$ cat src/rtl/node_weight_gen_if.sv
// Handshake and result bus between the adjacency source, node_weight_gen and the
// PageRank engine that consumes nodeWeight.
interface node_weight_gen_if #(
  parameter int N     = 4,
  parameter int WIDTH = 16
);
  logic                 start;
  logic [N*N-1:0]       adj;
  logic                 busy;
  logic                 done;
  logic                 valid;
  logic [N*WIDTH-1:0]   nodeWeight;
  logic [N-1:0]         dangling;

  modport master (
    output start, adj,
    input  busy, done, valid, nodeWeight, dangling
  );

  modport slave (
    input  start, adj,
    output busy, done, valid, nodeWeight, dangling
  );
endinterface

$ cat src/rtl/node_weight_gen.sv
// Per-node out-link weight 1/outdeg(j) in unsigned Q0.WIDTH, computed node by node
// with one shared restoring divider; results are committed as a whole vector.
//
// state   | meaning
// IDLE    | waiting for start; adj is latched on the accepting edge
// COUNT   | popcount of column j into deg, divider operands loaded
// DIV     | WIDTH+1 restoring-division steps of 2^WIDTH / deg
// WRITE   | weight of node j written to the shadow vector
// DONE    | shadow vector copied to the outputs, done pulsed
module node_weight_gen #(
  parameter int N     = 4,
  parameter int WIDTH = 16
) (
  input  logic             clk,
  input  logic             reset,
  node_weight_gen_if.slave bus
);

  localparam int JW = (N > 1) ? $clog2(N) : 1;
  localparam int DW = $clog2(N + 1);
  localparam int CW = $clog2(WIDTH + 2);

  typedef enum logic [2:0] {
    S_IDLE  = 3'd0,
    S_COUNT = 3'd1,
    S_DIV   = 3'd2,
    S_WRITE = 3'd3,
    S_DONE  = 3'd4
  } state_t;

  state_t             state_q, state_d;
  logic [N*N-1:0]     adj_q, adj_d;
  logic [JW-1:0]      j_q, j_d;
  logic [DW-1:0]      deg_q, deg_d;
  logic [DW-1:0]      rem_q, rem_d;
  logic [WIDTH:0]     dvd_q, dvd_d;
  logic [WIDTH:0]     quo_q, quo_d;
  logic [CW-1:0]      cnt_q, cnt_d;
  logic [N*WIDTH-1:0] sh_w_q, sh_w_d;
  logic [N-1:0]       sh_dang_q, sh_dang_d;
  logic [N*WIDTH-1:0] nw_q, nw_d;
  logic [N-1:0]       dang_q, dang_d;
  logic               busy_q, busy_d;
  logic               done_q, done_d;
  logic               valid_q, valid_d;

  logic [DW-1:0]      pop;
  logic [DW:0]        rem_sh;
  logic [DW-1:0]      rem_diff;
  logic [WIDTH-1:0]   weight;

  always_comb begin
    state_d   = state_q;
    adj_d     = adj_q;
    j_d       = j_q;
    deg_d     = deg_q;
    rem_d     = rem_q;
    dvd_d     = dvd_q;
    quo_d     = quo_q;
    cnt_d     = cnt_q;
    sh_w_d    = sh_w_q;
    sh_dang_d = sh_dang_q;
    nw_d      = nw_q;
    dang_d    = dang_q;
    busy_d    = busy_q;
    done_d    = 1'b0;
    valid_d   = valid_q;

    pop = '0;
    for (int i = 0; i < N; i++) begin
      for (int k = 0; k < N; k++) begin
        if (JW'(k) == j_q && adj_q[i*N+k]) pop = pop + DW'(1);
      end
    end

    rem_sh   = {rem_q, dvd_q[WIDTH]};
    rem_diff = rem_sh[DW-1:0] - deg_q;

    // deg=1 yields exactly 2^WIDTH, the only quotient with the top bit set
    if (deg_q == '0)      weight = '0;
    else if (quo_q[WIDTH]) weight = '1;
    else                  weight = quo_q[WIDTH-1:0];

    case (state_q)
      S_IDLE: begin
        busy_d = bus.start;
        if (bus.start) begin
          adj_d   = bus.adj;
          j_d     = '0;
          state_d = S_COUNT;
        end
      end
      S_COUNT: begin
        deg_d   = pop;
        dvd_d   = {1'b1, {WIDTH{1'b0}}};
        rem_d   = '0;
        quo_d   = '0;
        cnt_d   = CW'(WIDTH);
        state_d = S_DIV;
      end
      S_DIV: begin
        dvd_d = {dvd_q[WIDTH-1:0], 1'b0};
        if (rem_sh >= {1'b0, deg_q}) begin
          rem_d = rem_diff;
          quo_d = {quo_q[WIDTH-1:0], 1'b1};
        end else begin
          rem_d = rem_sh[DW-1:0];
          quo_d = {quo_q[WIDTH-1:0], 1'b0};
        end
        if (cnt_q == '0) state_d = S_WRITE;
        else             cnt_d   = cnt_q - CW'(1);
      end
      S_WRITE: begin
        for (int k = 0; k < N; k++) begin
          if (JW'(k) == j_q) begin
            sh_w_d[k*WIDTH +: WIDTH] = weight;
            sh_dang_d[k]             = (deg_q == '0);
          end
        end
        if (j_q == JW'(N - 1)) begin
          state_d = S_DONE;
        end else begin
          j_d     = j_q + JW'(1);
          state_d = S_COUNT;
        end
      end
      S_DONE: begin
        nw_d    = sh_w_q;
        dang_d  = sh_dang_q;
        done_d  = 1'b1;
        valid_d = 1'b1;
        busy_d  = 1'b1;
        state_d = S_IDLE;
      end
      default: begin
        busy_d  = 1'b0;
        state_d = S_IDLE;
      end
    endcase
  end

  always_ff @(posedge clk or negedge reset) begin
    if (!reset) begin
      state_q   <= S_IDLE;
      adj_q     <= '0;
      j_q       <= '0;
      deg_q     <= '0;
      rem_q     <= '0;
      dvd_q     <= '0;
      quo_q     <= '0;
      cnt_q     <= '0;
      sh_w_q    <= '0;
      sh_dang_q <= '0;
      nw_q      <= '0;
      dang_q    <= '0;
      busy_q    <= 1'b0;
      done_q    <= 1'b0;
      valid_q   <= 1'b0;
    end else begin
      state_q   <= state_d;
      adj_q     <= adj_d;
      j_q       <= j_d;
      deg_q     <= deg_d;
      rem_q     <= rem_d;
      dvd_q     <= dvd_d;
      quo_q     <= quo_d;
      cnt_q     <= cnt_d;
      sh_w_q    <= sh_w_d;
      sh_dang_q <= sh_dang_d;
      nw_q      <= nw_d;
      dang_q    <= dang_d;
      busy_q    <= busy_d;
      done_q    <= done_d;
      valid_q   <= valid_d;
    end
  end

  assign bus.busy       = busy_q;
  assign bus.done       = done_q;
  assign bus.valid      = valid_q;
  assign bus.nodeWeight = nw_q;
  assign bus.dangling   = dang_q;

endmodule

$ cat src/flat_wrapper.sv
// flat-port wrapper written by rule: the top's interface ports become plain ports
module node_weight_gen_flat 
#(
  parameter int N     = 4,
  parameter int WIDTH = 16
)
  (clk, reset, bus_start, bus_adj, bus_busy, bus_done, bus_valid, bus_nodeWeight, bus_dangling);
  node_weight_gen_if #(.N(N), .WIDTH(WIDTH)) bus_i ();
  input  logic clk;
  input  logic reset;
  input wire logic [$bits(bus_i.start)-1:0] bus_start;
  input wire logic [$bits(bus_i.adj)-1:0] bus_adj;
  output wire logic [$bits(bus_i.busy)-1:0] bus_busy;
  output wire logic [$bits(bus_i.done)-1:0] bus_done;
  output wire logic [$bits(bus_i.valid)-1:0] bus_valid;
  output wire logic [$bits(bus_i.nodeWeight)-1:0] bus_nodeWeight;
  output wire logic [$bits(bus_i.dangling)-1:0] bus_dangling;
  assign bus_i.start = bus_start;
  assign bus_i.adj = bus_adj;
  assign bus_busy = bus_i.busy;
  assign bus_done = bus_i.done;
  assign bus_valid = bus_i.valid;
  assign bus_nodeWeight = bus_i.nodeWeight;
  assign bus_dangling = bus_i.dangling;
  node_weight_gen #(.N(N), .WIDTH(WIDTH)) u_core (.clk(clk), .reset(reset), .bus(bus_i));
endmodule
$ cat config.mk
export PLATFORM = sky130hd
export DESIGN_NAME = node_weight_gen_flat
export DESIGN_NICKNAME = d
export VERILOG_FILES = /design/src/rtl/node_weight_gen_if.sv /design/src/rtl/node_weight_gen.sv /design/src/flat_wrapper.sv
export SDC_FILE = /design/constraint.sdc
export NUM_CORES = 1
export LEC_CHECK = 0
export BUFFER_PORTS_ARGS = -buffer_cell sky130_fd_sc_hd__buf_2
export CAP_MARGIN = 25
export CORE_MARGIN = 3
export CORE_UTILIZATION = 35
export CTS_CLUSTER_SIZE = 14
export DETAILED_ROUTE_END_ITERATION = 8
export HOLD_SLACK_MARGIN = 0.02
export SKIP_LAST_GASP = 1
export SLEW_MARGIN = 20
export SYNTH_ARGS = -nofsm -noshare
export SYNTH_HDL_FRONTEND = slang
export SYNTH_SLANG_ARGS = --single-unit
$ cat constraint.sdc
create_clock -name clk -period 7.95 [get_ports clk]
set_input_delay 0.795 -clock clk [delete_from_list [all_inputs] [get_ports clk]]
set_output_delay 0.795 -clock clk [all_outputs]
set_load 0.05 [all_outputs]
==> qor.yml <==
status:
  status: "finished, final reports clean"
power_and_ir_drop:
  pwr-share-seq: 0.249
  comb_power_share: 0.572
  power_leakage_nw: 5.09
  cell_internal_pwr_mw: 2.95
  ir_drop_v: 0.000412
  power.switching_mw: 2.05
  swShare: 0.410
  p_per_area_mw_per_mm2: 479
  clock_power_share: 0.179
place:
  dpl-instance-area_mm2: 0.00951
  place.gp.congestion: 0.829
  dpl.hpwl_mm: 13.3
  io_buffers: 89
  preCtsSetupSlack_ps: -199
  dp_cells: 1152
floorplan:
  initial_core_util: 0.362
  core-area_mm2: 0.0238
  rows: 56
  dieArea_mm2: 0.0265
  die_w_um: 163
  dieHeight_um: 163
  io_pins: 90
setup_path:
  startpoint_type: "flip-flop"
  cp_max_fo: 3
  worstSetupPathType: "flip-flop to flip-flop"
  reg2regPathDepth: 44
  crit_top_cell: "ha_1"
  required_ps: 8260
  critPathCaptureType: "flip-flop"
  crit_arrival_ps: 8120
  crit_slowest_cell: "dfrtp_1"
  crit_path_max_incr_delay_ps: 410
synth:
  yosysWarnings: 0
  synth_nets: 804
  syn_area_mm2: 0.00861
  synth_edf_count: 0
  ys_seq_area_frac: 0.549
  synthMuxAreaShare: 0.119
  synthAdderAreaFrac: 0.0386
  yosys.area_share.simple: 0.0991
  synth-xor-area-share: 0.0530
  synth_cells: 759
  synth_top_family_by_area: "multiplexers"
  ys_ff_latch: 189
  synth-compound-area-share: 0.115
  yosysUniqueCellTypes: 57
  async_flop_share: 1.00
  synth_ff_type: "dfrtp_1"
  syn_area_per_cell_um2: 11.3
clock_network:
  htreeDepth: 4
  clkSlewWorstSetupHoldPaths_ps: 90
  cts_buffer_depth: 2
  cts_root_buf: "clkbuf_16"
  cts_inserted_buffers: 17
  cts_hold_buf: 0
  tritoncts: "yes"
  cts.sinks: 189
  clk_latency_ps: 430
sta:
  final.setup.tns_ps: 0
  rsz0062_at_grt: "true"
  setup_slack_ps: 140
  fin_crit_sh: 0.982
  layout_min_cycle_time_ps: 7810
  drv_slew: 0
  maxSlewHeadroom: 0.364
  hold_violations: 0
  timing.fmax_mhz: 128
  setup_viol: 0
  worst_pin_slew_ps: 941
  skew_ps: 26.4
global_routing:
  overflow: 0
  grt_max_degree: 112
  grt_pass1_vias: 5764
  grt_pass1_wl_mm: 31.2
  antenna_found_initial: 1
  track_usage: 0.149
job:
  cap_violations: 0
routing:
  num_vias: 5961
  drc_errors: 0
  wire_per_inst_um: 16.5
  drt_pass1_iterations: 4
  drt-total-wl_mm: 19.8
  detail-route-antenna-nets: 0
  drtIter0Drc: 409
  vias_per_cell: 4.97
min_path:
  min_path_type: "input pin to async pin"
cells_and_area:
  drive_gt1_frac: 0.334
  multiInputGateArea_mm2: 0.00385
  register_area_mm2: 0.00473
  post-route-util: 0.438
  fillers: 2274
  fin_cells: 1199
  fin_area_mm2: 0.0104
  n_antenna_cell: 0
  layout.nets: 912
  area_delta_synth_final_pct: 21.2
## kinds of logic (layout without fill, tap and decap cells)
logic type / after synthesis / count (layout)
AND/OR/NAND/NOR: 194 / 194
flip-flops: 189 / 189
AO/OA/AOI/OAI: 161 / 161
multiplexers: 92 / 92
buffers and inverters: 57 / 178
XOR/XNOR: 40 / 40
adder cells (fa/ha/maj): 26 / 26
## synth_stat cells, drive strengths merged (2+ instances only)
library cell	number	area share
dfrtp	189	0.55
nand2	122	0.054
o21ai	94	0.055
mux2	86	0.11
clkbuf	32	0.014
ha	25	0.036
nor2	24	0.010
xnor2	24	0.029
inv	20	0.0087
a22o	19	0.019
and2	12	0.0087
xor2	12	0.012
nand3	10	0.0058
a21oi	9	0.0052
o211ai	7	0.0073
mux2i	6	0.0070
buf	5	0.0028
o31ai	5	0.0049
a211oi	4	0.0035
a31oi	4	0.0029
and3	4	0.0029
nor3	4	0.0023
o22ai	4	0.0029
or3	4	0.0035
xnor3	4	0.012
a22oi	3	0.0026
a21boi	2	0.0017
and3b	2	0.0020
nand2b	2	0.0015
nor2b	2	0.0015
o21a	2	0.0017
or2	2	0.0015
## area by class of cell
| cell class | count | share of cell area |
|---|---|---|
| flip-flops and latches | 189 | 0.453 |
| multi-input cells | 513 | 0.369 |
| repair buffers | 126 | 0.0723 |
| clock buffers | 18 | 0.0421 |
| well taps | 319 | 0.0382 |
| clock inverters | 14 | 0.0181 |
| inverters | 20 | 0.00719 |
## power by group through the flow
stage	clock (mW)	combinational, mW	sequential (mW)
floorplan	0	1.86	1.28
global placement	0	2.40	1.26
detailed placement	0	2.43	1.26
CTS	0.910	2.56	1.24
global route	0.958	3.13	1.27
finish	0.894	2.86	1.24
## final timing paths
path | slack (ps) | start | to
max in group asynchronous | 6180 | reset | u_core.sh_w_q[63]$_DFFE_PN0P_
worst min register to register | 480 | u_core.sh_dang_q[1]$_DFFE_PN0P_ | u_core.sh_dang_q[1]$_DFFE_PN0P_
worst max-delay path | 140 | u_core.j_q[0]$_DFFE_PN0P_ | u_core.deg_q[2]$_DFFE_PN0P_
min in group clk | 480 | u_core.sh_dang_q[1]$_DFFE_PN0P_ | u_core.sh_dang_q[1]$_DFFE_PN0P_
worst max register to register | 140 | u_core.j_q[0]$_DFFE_PN0P_ | u_core.deg_q[2]$_DFFE_PN0P_
worst min-delay path | 460 | reset | u_core.bus.nodeWeight[6]$_DFFE_PN0P_
## cells in the final DEF (no fill, tap or decap), types with 7 or more instances in the layout
master	count
a22o_1	19
o21ai_0	90
mux2_2	85
ha_1	19
nand2_1	117
clkbuf_16	17
and2_1	9
nor2_1	22
xnor2_1	18
xor2_1	11
dfrtp_1	189
buf_4	33
buf_2	88
inv_1	17
a21oi_1	7
nand3_1	10
## critical path, delay by kind of cell, from the launching register on
| kind | cells | cell delay (ps) |
|---|---|---|
| buf+inv | 1 | 110 |
| mux | 3 | 570 |
| xor+xnor | 9 | 1550 |
| compound gates | 13 | 1910 |
| flops | 1 | 410 |
| simple gates | 9 | 880 |
| fa+ha+maj | 9 | 2270 |
## through the flow
| step | power, mW | hold slack [ps] |
|---|---|---|
| finish | 5.00 | 464 |
| detailed placement | 3.69 | 466 |
| CTS | 4.71 | 483 |
| floorplan | 3.14 | 444 |
| global placement | 3.66 | 446 |
| global route | 5.36 | 494 |
## state kept, by name, indices dropped and copies added, names as in the netlist
name	cells
u_core.bus.done	1
u_core.dvd_q	1
u_core.sh_w_q	64
u_core.adj_q	16
u_core.bus.valid	1
u_core.bus.nodeWeight	64
u_core.state_q	3
u_core.quo_q	17
u_core.cnt_q	5
u_core.bus.busy	1
u_core.sh_dang_q	4
u_core.j_q	2
u_core.bus.dangling	4
u_core.deg_q	3
u_core.rem_q	3
## repair_timing
item / in CTS / in global routing
setup buffers: 6 / 8
gates resized for setup: 13 / 25
pin swaps: 11 / 27
setup endpoints to repair: 1 / 2
## layer usage
layer	wire (um)	share of wire	global-route usage	up-vias
met3	820	0.041	0.0272	10
met1	9520	0.48	0.213	2968
met2	9310	0.47	0.236	106
met5	7	0.00035	0	-
li1	-	-	-	2875
met4	105	0.0053	0.0331	2
Note: power is estimated with default switching activity, not from simulation.
